### config.mk
export PLATFORM = sky130hd
export DESIGN_NAME = segdac_bias_sweeper
export DESIGN_NICKNAME = d
export VERILOG_FILES = /design/src/rtl/segdac_bias_sweeper.sv
export SDC_FILE = /design/constraint.sdc
export NUM_CORES = 1
export LEC_CHECK = 0
export ABC_AREA = 0
export CAP_MARGIN = 30
export CORE_MARGIN = 2
export CORE_UTILIZATION = 35
export DETAILED_ROUTE_END_ITERATION = 10
export PLACE_DENSITY = 0.68
export SYNTH_ARGS = -nofsm -noshare
export SYNTH_HDL_FRONTEND = slang
export SYNTH_SLANG_ARGS = --single-unit
### constraint.sdc
create_clock -name clk -period 2.6 [get_ports clk]
set_clock_uncertainty 0.15 [all_clocks]
set_input_delay 0.26 -clock clk [delete_from_list [all_inputs] [get_ports clk]]
set_output_delay 0.26 -clock clk [all_outputs]
set_load 0.005 [all_outputs]
### src/rtl/segdac_bias_sweeper.sv
// segdac_bias_sweeper: frame-synchronous sweep of Vbias code x segment level, with RGB/bias passthrough when idle.
module segdac_bias_sweeper #(
  parameter int FRAMES_PER_STEP = 4
) (
  input  logic        clk,
  input  logic        rst_n,
  input  logic        frame_tick,
  input  logic        sweep_start,
  input  logic        sweep_abort,
  input  logic [2:0]  cfg_bias,
  input  logic [23:0] rgb_in,
  output logic [23:0] rgb_out,
  output logic [2:0]  bias_out,
  output logic        busy,
  output logic        done,
  output logic [4:0]  step_idx
);
  typedef enum logic [1:0] {IDLE, ARM, RUN} state_t;
  localparam logic [7:0] LAST = 8'(FRAMES_PER_STEP - 1);
  state_t      state_q;
  logic [2:0]  bias_q;
  logic        busy_q, done_q, force_q;
  logic [4:0]  step_q, step_d;
  logic [7:0]  cnt_q;
  logic [7:0]  lvl8;
  assign step_d   = step_q + 5'd1;
  assign lvl8     = {4{step_q[1:0]}};
  // Forced colour is combinational so the override stays pixel-aligned with the generator's syncs.
  assign rgb_out  = force_q ? {3{lvl8}} : rgb_in;
  assign bias_out = bias_q;
  assign busy     = busy_q;
  assign done     = done_q;
  assign step_idx = step_q;
  always_ff @(posedge clk or negedge rst_n) begin
    if (!rst_n) begin
      state_q <= IDLE;
      bias_q  <= 3'b000;
      busy_q  <= 1'b0;
      done_q  <= 1'b0;
      force_q <= 1'b0;
      step_q  <= 5'd0;
      cnt_q   <= 8'd0;
    end else begin
      done_q <= 1'b0;
      if (busy_q && sweep_abort) begin
        state_q <= IDLE;
        busy_q  <= 1'b0;
        force_q <= 1'b0;
        step_q  <= 5'd0;
        cnt_q   <= 8'd0;
        bias_q  <= cfg_bias;
      end else begin
        case (state_q)
          IDLE: begin
            bias_q <= cfg_bias;
            if (sweep_start && !sweep_abort) begin
              state_q <= ARM;
              busy_q  <= 1'b1;
            end
          end
          ARM: begin
            bias_q <= cfg_bias;
            if (frame_tick) begin
              state_q <= RUN;
              force_q <= 1'b1;
              step_q  <= 5'd0;
              cnt_q   <= 8'd0;
              bias_q  <= 3'b000;
            end
          end
          RUN: begin
            if (frame_tick) begin
              if (cnt_q == LAST) begin
                cnt_q <= 8'd0;
                if (step_q == 5'd31) begin
                  state_q <= IDLE;
                  busy_q  <= 1'b0;
                  force_q <= 1'b0;
                  done_q  <= 1'b1;
                  step_q  <= 5'd0;
                  bias_q  <= cfg_bias;
                end else begin
                  step_q <= step_d;
                  bias_q <= step_d[4:2];
                end
              end else begin
                cnt_q <= cnt_q + 8'd1;
              end
            end
          end
          default: state_q <= IDLE;
        endcase
      end
    end
  end
endmodule

==> reports/metrics.cfg <==
[placement]
dp_slack_ns = 0.372
dpl.hpwl_um = 3110
portBuffers = 65
placed_cell_area_sq_um = 2250
gp_congestion = 0.785

[clock_network]
cts_num_sinks = 21
cts-root-buf = clkbuf_8
clkSlewWorstSetupHoldPaths_ns = 0.08
cts_made_buffers = 3
cts_post_setup_buffers_inserted = 0
cts_tree = yes
h-tree-depth = 1
clk_latency_ns = 0.26
cts_max_path_buffers = 2
cts_resized = 0
ctsHoldBuffers = 0

[die]
fp.dieW_um = 70.8
placementRows = 24
die_h_um = 70.8
io_pins = 66
initial_core_util_pct = 36.1
core_area_sq_um = 4320
dieArea_sq_um = 5020

[yosys]
syn_area_sq_um = 1560
postSynthAreaPerCell_sq_um = 8.36
synth-warning-count = 0
syn_inst = 187
async_reset_ff_share_pct = 100
synthesis.nets = 225
synth_ff_type = dfrtp_1
yosysSeqAreaShare_pct = 33.6
synth-edff-count = 0
synth.distinct_cells = 43
ys_seq_elements = 21

[timing]
drv_slew = 0
finalCriticalPeriod_ns = 2.28
period_share_pct = 87.7
max_freq_mhz = 439
rsz0062_at_grt = false
setup_viol = 0
fin_tns_setup_ns = 0
setup_ws_ns = 0.321
worst_slew_pin_slew_ns = 0.580
hold_viol_final = 0
slew-limit-headroom_pct = 61.0

[routing]
post_drt_via_cell_ratio = 5.12
firstDrtPassIters = 4
wl_um = 4030
ant_nets = 0
drtIter0Drc = 69
vias = 1551
wire_per_inst_um = 13.3
route.detailed.drc = 0

[setup_path]
r2r-end = bias_out[0]
end_kind = flop
r2r_cells = 6
cp_data_required_time_ns = 2.65
timing.rr.start = step_idx[0]
crit_type = flop to flop
critical_path_arrival_ns = 2.33
critical_path.max_fanout = 6
crit_path_start_kind = flop
r2r_slack_ns = 0.32

[layout]
n_antenna_cell = 0
fin_util_pct = 53.0
fillCellCount = 400
register_area_sq_um = 526
drive_gt1_share_pct = 7.57
syn_to_final_growth_pct = 46.7
finalInstanceArea_sq_um = 2290
multi_input_area_sq_um = 843
layout_commonest_cell = clkdlybuf4s50_1
mostFrequentLayoutCells = clkdlybuf4s50_1 (65), inv_1 (30), o21ai_0 (26)
fin_nets = 290

[global_routing]
grt_pass1_wl_um = 6940
grt_overflow = 0
grt_max_degree = 22
antenna_found_initial = 0
grt_pass1_vias = 1605
grt_usage_pct = 17.0

[power]
leakagePower_nw = 1.00
powerDensity_nw_per_um2 = 667
vdd_drop_max_uv = 314

[job]
drv_cap = 0

[outcome]
outcome = finished, final reports clean

[hold_path]
hp-class = input port to async pin

[synth_stat cells, drive strengths merged (2+ instances only)]
| cell | n | share of area, % |
|---|---|---|
| inv | 31 | 7.4 |
| nor2 | 4 | 0.96 |
| nor3 | 9 | 3.2 |
| nand4 | 4 | 1.6 |
| o211ai | 2 | 0.96 |
| mux2i | 3 | 1.9 |
| dfrtp | 21 | 34 |
| nand2b | 2 | 0.80 |
| o21ai | 28 | 9.9 |
| a21oi | 7 | 2.5 |
| a32o | 4 | 2.6 |
| nor2b | 2 | 0.80 |
| buf | 4 | 2.6 |
| mux2 | 3 | 2.2 |
| nand3 | 6 | 1.9 |
| clkbuf | 7 | 2.3 |
| xnor2 | 7 | 3.9 |
| a211oi | 4 | 1.9 |
| ha | 6 | 4.8 |
| nand2 | 17 | 4.1 |
| nor4 | 2 | 1.8 |
[area by class of cell]
class                           count  area share [%]
Inverter                           31            5.08
Timing Repair Buffer               71            30.3
Clock inverter                      1           0.218
Tap cell                           52            2.84
Clock buffer                        3            1.80
Sequential cell                    21            22.9
Multi-Input combinational cell    124            36.8
[flip-flops by register name, indices dropped and copies added (netlist names)]
name      cells
bias_out      3
busy          1
cnt_q         8
done          1
force_q       1
state_q       2
step_idx      5
[how the worst max path moves through the flow]
stage                 from          end  slack, ns  depth (start not counted)
6_report       step_idx[0]  bias_out[0]       0.32                          6
3_5_place_dp   step_idx[0]  bias_out[0]       0.37                          6
5_1_grt            force_q   rgb_out[3]       0.17                          3
2_1_floorplan  step_idx[0]  bias_out[1]       0.58                          7
4_1_cts            force_q  rgb_out[23]       0.31                          3
3_3_place_gp   step_idx[0]  bias_out[0]       0.40                          6
[per-layer routing]
layer,up-vias,GRT usage (%),wire [um]
met5,-,0,0
met4,0,7.13,65
met3,5,4.27,325
met2,68,28.0,1840
met1,711,21.3,1800
li1,767,-,-
[through the flow]
stage | power (mW) | cells | hold slack (ns)
after global placement | 1.31 | 299 | 0.333
after global routing | 1.66 | 303 | 0.217
after CTS | 1.54 | 303 | 0.189
after floorplan | 0.901 | 187 | -0.186
after detailed placement | 1.31 | 299 | 0.329
final | 1.53 | 303 | 0.179
[kinds of logic (layout without fill, tap and decap cells)]
| logic type | count (synthesis) | in the layout | share of synthesized area, % |
|---|---|---|---|
| compound gates | 52 | 52 | 22.0 |
| xor+xnor | 8 | 8 | 4.48 |
| fa+ha+maj | 6 | 6 | 4.80 |
| buf+inv | 42 | 106 | 12.4 |
| flops | 21 | 21 | 33.6 |
| mux | 6 | 6 | 4.08 |
| simple gates | 52 | 52 | 18.6 |
[critical path, cell delays in order, from the launching register on]
cell,delay (ns)
dfrtp_1,0.44
ha_1,0.27
and3_1,0.20
ha_1,0.23
nor3_1,0.51
a32o_1,0.28
mux2_1,0.14
[power by group]
part | internal (mW) | switching, mW | total [mW]
combinational | 0.467 | 0.400 | 0.868
clock | 0.107 | 0.111 | 0.218
sequential | 0.381 | 0.0628 | 0.444
total | 0.955 | 0.574 | 1.53
Power figures use the tool's default switching activity.
